[src/rtl/aww_types_pkg.sv]
// Shared arbiter types: which port currently owns the RAM.
package aww_types_pkg;

  typedef enum logic [1:0] {
    IDLE = 2'd0,
    IACC = 2'd1,
    DACC = 2'd2
  } arb_state_t;

endpackage

[src/rtl/cpu_types_pkg.sv]
// Shared CPU-side types: status codes reported by the single-ported RAM.
package cpu_types_pkg;

  typedef enum logic [1:0] {
    FREE   = 2'd0,
    BUSY   = 2'd1,
    ACCESS = 2'd2,
    ERROR  = 2'd3
  } ramstate_t;

endpackage

[src/rtl/mem_arbiter.sv]
// Arbitrates one single-ported RAM between instruction fetch and data ports.
// Data wins by default; a streak counter guarantees a pending fetch a slot.
module mem_arbiter #(
  parameter int unsigned ADDR_W      = 32,
  parameter int unsigned WORD_W      = 32,
  parameter int unsigned MAX_DSTREAK = 4,
  parameter int unsigned TIMEOUT     = 255
) (
  input  logic              CLK,
  input  logic              RST,
  input  logic              iREN,
  input  logic [ADDR_W-1:0] iaddr,
  input  logic              dREN,
  input  logic              dWEN,
  input  logic [ADDR_W-1:0] daddr,
  input  logic [WORD_W-1:0] dstore,
  output logic              iwait,
  output logic [WORD_W-1:0] iload,
  output logic              dwait,
  output logic [WORD_W-1:0] dload,
  output logic              ramREN,
  output logic              ramWEN,
  output logic [ADDR_W-1:0] ramaddr,
  output logic [WORD_W-1:0] ramstore,
  input  logic [WORD_W-1:0] ramload,
  input  logic [1:0]        ramstate,
  output logic              err
);
  import cpu_types_pkg::*;
  import aww_types_pkg::*;

  localparam int unsigned STREAK_W = 4;
  localparam int unsigned TCNT_W   = 8;
  localparam logic [STREAK_W-1:0] STREAK_MAX = STREAK_W'(MAX_DSTREAK);
  localparam logic [TCNT_W-1:0]   TCNT_LAST  = TCNT_W'(TIMEOUT - 1);

  arb_state_t           state_q;
  logic [STREAK_W-1:0]  dstreak_q;
  logic [TCNT_W-1:0]    tcnt_q;
  logic                 err_q;

  ramstate_t rs;
  logic      dreq;
  logic      live;
  logic      icomp;
  logic      dcomp;
  logic      own_req;

  assign rs      = ramstate_t'(ramstate);
  assign dreq    = dREN | dWEN;
  // Reset kills an in-flight access in the same cycle it is asserted.
  assign live    = ~RST;
  assign icomp   = live & (state_q == IACC) & (rs == ACCESS);
  assign dcomp   = live & (state_q == DACC) & (rs == ACCESS);
  assign own_req = (state_q == IACC) ? iREN : dreq;

  assign iwait = iREN & ~icomp;
  assign dwait = dreq & ~dcomp;
  assign iload = ramload;
  assign dload = ramload;
  assign err   = err_q;

  // RAM command mux; a simultaneous dREN/dWEN is treated as a write.
  always_comb begin
    ramREN   = 1'b0;
    ramWEN   = 1'b0;
    ramaddr  = '0;
    ramstore = '0;
    if (live) begin
      unique case (state_q)
        IACC: begin
          ramREN  = 1'b1;
          ramaddr = iaddr;
        end
        DACC: begin
          ramREN   = dREN & ~dWEN;
          ramWEN   = dWEN;
          ramaddr  = daddr;
          ramstore = dstore;
        end
        default: ;
      endcase
    end
  end

  // Grant/complete sequencing, starvation streak and access watchdog.
  always_ff @(posedge CLK) begin
    if (RST) begin
      state_q   <= IDLE;
      dstreak_q <= '0;
      tcnt_q    <= '0;
      err_q     <= 1'b0;
    end else begin
      unique case (state_q)
        IDLE: begin
          if (!iREN) dstreak_q <= '0;
          if (dreq && !(iREN && (dstreak_q == STREAK_MAX))) begin
            state_q <= DACC;
            tcnt_q  <= '0;
          end else if (iREN) begin
            state_q   <= IACC;
            tcnt_q    <= '0;
            dstreak_q <= '0;
          end
        end
        IACC, DACC: begin
          if (!own_req) begin
            state_q <= IDLE;
          end else if (rs == ACCESS) begin
            state_q <= IDLE;
            if ((state_q == DACC) && iREN && (dstreak_q < STREAK_MAX))
              dstreak_q <= STREAK_W'(dstreak_q + 4'd1);
          end else if (rs == ERROR) begin
            err_q   <= 1'b1;
            state_q <= IDLE;
          end else if (tcnt_q == TCNT_LAST) begin
            err_q   <= 1'b1;
            state_q <= IDLE;
          end else begin
            tcnt_q <= TCNT_W'(tcnt_q + 8'd1);
          end
        end
        default: state_q <= IDLE;
      endcase
    end
  end

endmodule

[config.mk]
export PLATFORM = sky130hd
export DESIGN_NAME = mem_arbiter
export DESIGN_NICKNAME = d
export VERILOG_FILES = /design/src/rtl/aww_types_pkg.sv /design/src/rtl/cpu_types_pkg.sv /design/src/rtl/mem_arbiter.sv
export SDC_FILE = /design/constraint.sdc
export NUM_CORES = 1
export LEC_CHECK = 0
export BUFFER_PORTS_ARGS = -buffer_cell sky130_fd_sc_hd__buf_4
export CORE_AREA = 2 2 104 106
export CTS_CLUSTER_SIZE = 30
export DETAILED_ROUTE_END_ITERATION = 6
export DIE_AREA = 0 0 106 108
export GPL_TIMING_DRIVEN = 0
export PLACE_DENSITY_LB_ADDON = 0.3
export SYNTH_ARGS = -nofsm -noshare
export SYNTH_HDL_FRONTEND = slang
export SYNTH_SLANG_ARGS = --single-unit
[constraint.sdc]
create_clock -name CLK -period 5.2 [get_ports CLK]
set_input_delay 0.78 -clock CLK [delete_from_list [all_inputs] [get_ports CLK]]
set_output_delay 0.78 -clock CLK [all_outputs]
set_load 0.01 [all_outputs]
Yosys cells after proc, flatten, opt, wreduce, memory -nomap -nowiden

Cells that the tools add are included.

Memories kept: 0
Word-level logic and storage cells: 79
Output and inout bits: 133
Bits in read-only memories: 0
RAM bits: 0
Bits in registers: 15
Latch bits: 0

Muxes and demuxes: 32
$mul: 0
Divide/modulo/power cells: 0
Order comparisons: 1
Equal/unequal tests: 14
Reduce and logical (&&, ||, !) cells: 13
Add/sub/neg operators: 2
Shift-type cells: 0
Bitwise logic cells: 13

Operator list:

| cell                                                        | number |
|---|---|
| 2-to-1 mux 32 bit                                           | 3 |
| one-hot mux 32 bit (2 select lines)                         | 1 |
| 2-to-1 mux 8 bit                                            | 6 |
| 2-to-1 mux 4 bit                                            | 6 |
| one-hot mux 8 bit (2 select lines)                          | 1 |
| 2-to-1 mux 2 bit                                            | 6 |
| != test 2 bit (second input constant)                       | 6 |
| adder 8 x 1 -> 8 bit (second input constant)                | 1 |
| == test 8 bit (second input constant)                       | 1 |
| one-hot mux 4 bit (2 select lines)                          | 1 |
| AND reduction 4 bit                                         | 2 |
| bitwise AND 1 bit                                           | 7 |
| == test 2 bit (second input constant)                       | 3 |
| 2-to-1 mux 1 bit                                            | 6 |
| AND reduction 6 bit                                         | 1 |
| != test 5 bit (second input constant)                       | 1 |
| inverter 1 bit                                              | 5 |
| adder 4 x 1 -> 4 bit (second input constant)                | 1 |
| == test 4 x 3 -> 1 bit (second input constant)              | 1 |
| logical AND 1 bit                                           | 4 |
| less-than comparator 4 x 3 -> 1 bit (second input constant) | 1 |
| one-hot mux 2 bit (2 select lines)                          | 1 |
| nonzero test 2 bit                                          | 2 |
| != test 3 bit (second input constant)                       | 1 |
| 7 further kinds                                             | 7 |

Longest topological paths before layout

Word-level depth: 7
Gate-level depth with buffers: 7

Worst setup path before layout

No wires, ideal clock.

Kind: reg-to-output
Start point: register state_q[1]
End point: output port ramaddr[10]
Path slack: 2.833 ns
Data required time: 4.420 ns
Cell stages (with the launch flop): 7
Data arrival time: 1.587 ns
Cell sequence: dfxtp_1 > inv_1 > ha_1 > clkbuf_1 > nand2_1 > clkbuf_1 > nor2_1

Longest elaborated chain between the ends: 3
Elaborated cells on any way between the ends: 4

RTL lines:

| element                                                        | line               | source |
|---|---|---|
| from (decl)                                                    | mem_arbiter.sv:37  | `arb_state_t state_q;` |
| from (signal assigned)                                         | mem_arbiter.sv:89  | `state_q <= IDLE;` |
| from (signal assigned)                                         | mem_arbiter.sv:98  | `state_q <= DACC;` |
| from (signal assigned)                                         | mem_arbiter.sv:101 | `state_q <= IACC;` |
| == test 2 bit / == test 2 x 1 -> 1 bit (equally long branches) | mem_arbiter.sv:70  | `unique case (state_q)` |
| one-hot mux 32 bit (2 select lines) (*)                        | mem_arbiter.sv:70  |  |
| 2-to-1 mux 32 bit (*)                                          | mem_arbiter.sv:69  | `if (live) begin` |
| to (decl)                                                      | mem_arbiter.sv:23  | `output logic [ADDR_W-1:0] ramaddr,` |

Mark *: on every way between the ends. The rest lies on a longest branch, timed or not.

Final worst setup path

Start point: register state_q[1]
End point: output port ramaddr[21]

Same word-level chain as after synthesis.

==> flow_summary_export.csv <==
group,metric,value,unit
setup_path,critPathArrivalTime,2.61,ns
run_status,status,"finished clean",
clock_tree,insertion_delay,0.26,ns
logic_synthesis,synth_edf_count,0,
placed_design,gp_congestion,0.822,
drt,finalWirelength,10.1,mm
logic_synthesis,synthCells,299,
clock_tree,clock_sinks,15,
logic_synthesis,postSynthAreaPerCell,7.14,µm²
sta,setup_viol,0,
placed_design,hpwl,8.74,mm
logic_synthesis,synth_ff_type,"dfxtp_1",
logic_synthesis,synth_most_common_cell,"buf_4",
logic_synthesis,async_reset_ff_frac,0,
run,cap_violations,0,
drt,vias,2922,
final_layout,final_util,0.402,
setup_path,crit_type,"reg2out",
hold_path,holdCritPathClass,"reg2reg",
power,ir_drop,0.0756,mV
setup_path,start_kind,"register",
die,fp-row-count,37,
grt,grt_usage,0.166,
setup_path,critical_path.max_fanout,10,
grt,antenna_found_initial,0,
grt,grt_max_degree,11,
sta,relSlewSlack,0.582,
clock_tree,cts_resized,0,
logic_synthesis,synth_commonest_cells,"64 x buf_4, 38 x nor2_1, 34 x and2_1",
die,io_pins,268,
logic_synthesis,yosysWarnings,0,
drt,ant_nets,0,
sta,fin_crit_sh,0.652,
logic_synthesis,synthTopCellsByArea,"buf_4 23%, dfxtp_1 14%, a22oi_1 11%",
logic_synthesis,ys_types,50,
logic_synthesis,yosys.area.top_type,"buf_4",
power,p_leak,2.05,nW
clock_tree,clk_pin_slew,0.07,ns
clock_tree,cts-buffers-inserted,3,
grt,grt_pass1_wl,15.2,mm
drt,route.detailed.drc,0,
clock_tree,cts_tree,"done",
clock_tree,clock_path_buffers,2,
logic_synthesis,synth_fp_nets,441,
drt,viasPerCell,4.34,
sta,fin_skew,0.00423,ns
drt,drt_iter0_markers,138,
sta,hold_violations,0,
final_layout,nNetsFinal,681,
grt,grt_overflow,0,
clock_tree,cts-root-buf,"clkbuf_8",
setup_path,endpoint_kind,"output port",
sta,tns,0,ns
logic_synthesis,synth_area,2130,µm²
final_layout,diodes,0,
final_layout,drive_gt1_frac,0.589,
logic_synthesis,netlist.area_leader.share,0.225,
die,die_y,108,µm
placed_design,port_buffers,235,
sta,rsz0062_at_grt,"no",
logic_synthesis,ys_ff_latch,15,
clock_tree,h-tree-depth,1,
power,p_per_area,149,nW/µm²
sta,clock.fmax,295,MHz
die,start_util,0.209,
die,die_w,106,µm
sta,slew_viol_final,0,
die,dieArea,11400,µm²
die,core_area,10200,µm²
final_layout,syn2layout_area_growth,92.8,%
setup_path,cp.required,4.42,ns
clock_tree,cts_setup_buffers,0,
drt,wire_per_inst,15.0,µm
sta,period_needed,3.39,ns
sta,worst_pin_slew,0.623,ns
clock_tree,postCtsHoldBufs,0,
drt,drtPass1Iterations,4,
grt,first_global_vias,2976,
sta,hold_ws,0.492,ns
logic_synthesis,ys_seq_area_frac,0.141,
==> cell usage in the layout, fill, tap and decap left out, drive strengths merged, types with 6 or more instances in the layout <==
master | Yosys | routed
buf | 67 | 302
nor2 | 39 | 39
and2 | 35 | 35
a22oi | 32 | 32
clkbuf | 13 | 16
dfxtp | 15 | 15
nand2 | 12 | 12
inv | 10 | 10
a31oi | 8 | 8
o21ai | 8 | 8
ha | 7 | 7
nand3 | 6 | 6
==> flip-flops by register name, summed over array words and instances (netlist names) <==
| register | count |
|---|---|
| err | 1 |
| state_q | 2 |
| tcnt_q | 8 |
| dstreak_q | 4 |
==> routing by layer <==
metal	vias to the layer above	GRT usage	part of all wire
li1	1460	-	-
met1	1320	0.215	0.40
met2	137	0.291	0.51
met3	5	0.0319	0.084
met4	0	0.0273	0.0040
met5	-	0	0
==> final cells by class <==
type                    count  area, µm²
plain buffers              80        549
clock inverters             1       5.00
well taps                 136        170
inverters                  10       37.5
fillers                  1068       6120
repair buffers            235       1760
multi-input cells         194       1250
flip-flops and latches     15        300
clock buffers               3       41.3
==> cells by family (layout without fill, tap and decap cells) <==
| group | count (synthesis) | count (layout) | share of synthesized area |
|---|---|---|---|
| buf+inv | 90 | 329 | 0.275 |
| simple gates | 118 | 118 | 0.301 |
| fa+ha+maj | 7 | 7 | 0.0410 |
| flops | 15 | 15 | 0.141 |
| compound gates | 69 | 69 | 0.243 |
==> per-stage QoR <==
| stage | total power, mW | setup WS (ns) | std cells | area [µm²] |
|---|---|---|---|---|
| detailed placement | 0.516 | 2.06 | 670 | 4070 |
| global route | 0.659 | 1.56 | 674 | 4120 |
| CTS | 0.617 | 1.78 | 674 | 4120 |
| floorplan | 0.328 | 2.83 | 299 | 2130 |
| global placement | 0.512 | 2.11 | 670 | 4070 |
| finish | 0.613 | 1.81 | 674 | 4120 |
==> worst max-delay path, stage by stage (launching register included) <==
cell	delay [ns]
dfxtp_1	0.36
inv_1	0.07
ha_1	0.39
clkbuf_1	0.40
nand2_1	0.32
clkbuf_1	0.30
nor2_1	0.32
buf_4	0.19
==> worst paths after layout <==
kind,from,endpoint,slack (ns),cells past startpoint
max,state_q[1],ramaddr[21],1.81,7
min,err,err,0.49,2
max reg2reg,state_q[1],tcnt_q[7],3.17,7
min reg2reg,err,err,0.49,2
==> power breakdown <==
| group | leakage [nW] | switching [mW] | internal, mW |
|---|---|---|---|
| Combinational | 1.91 | 0.186 | 0.204 |
| Sequential | 0.121 | 0.00389 | 0.119 |
| Clock | 0.0255 | 0.0477 | 0.0533 |
| Total | 2.05 | 0.237 | 0.376 |
No activity file was read; power rests on OpenSTA's default activity.
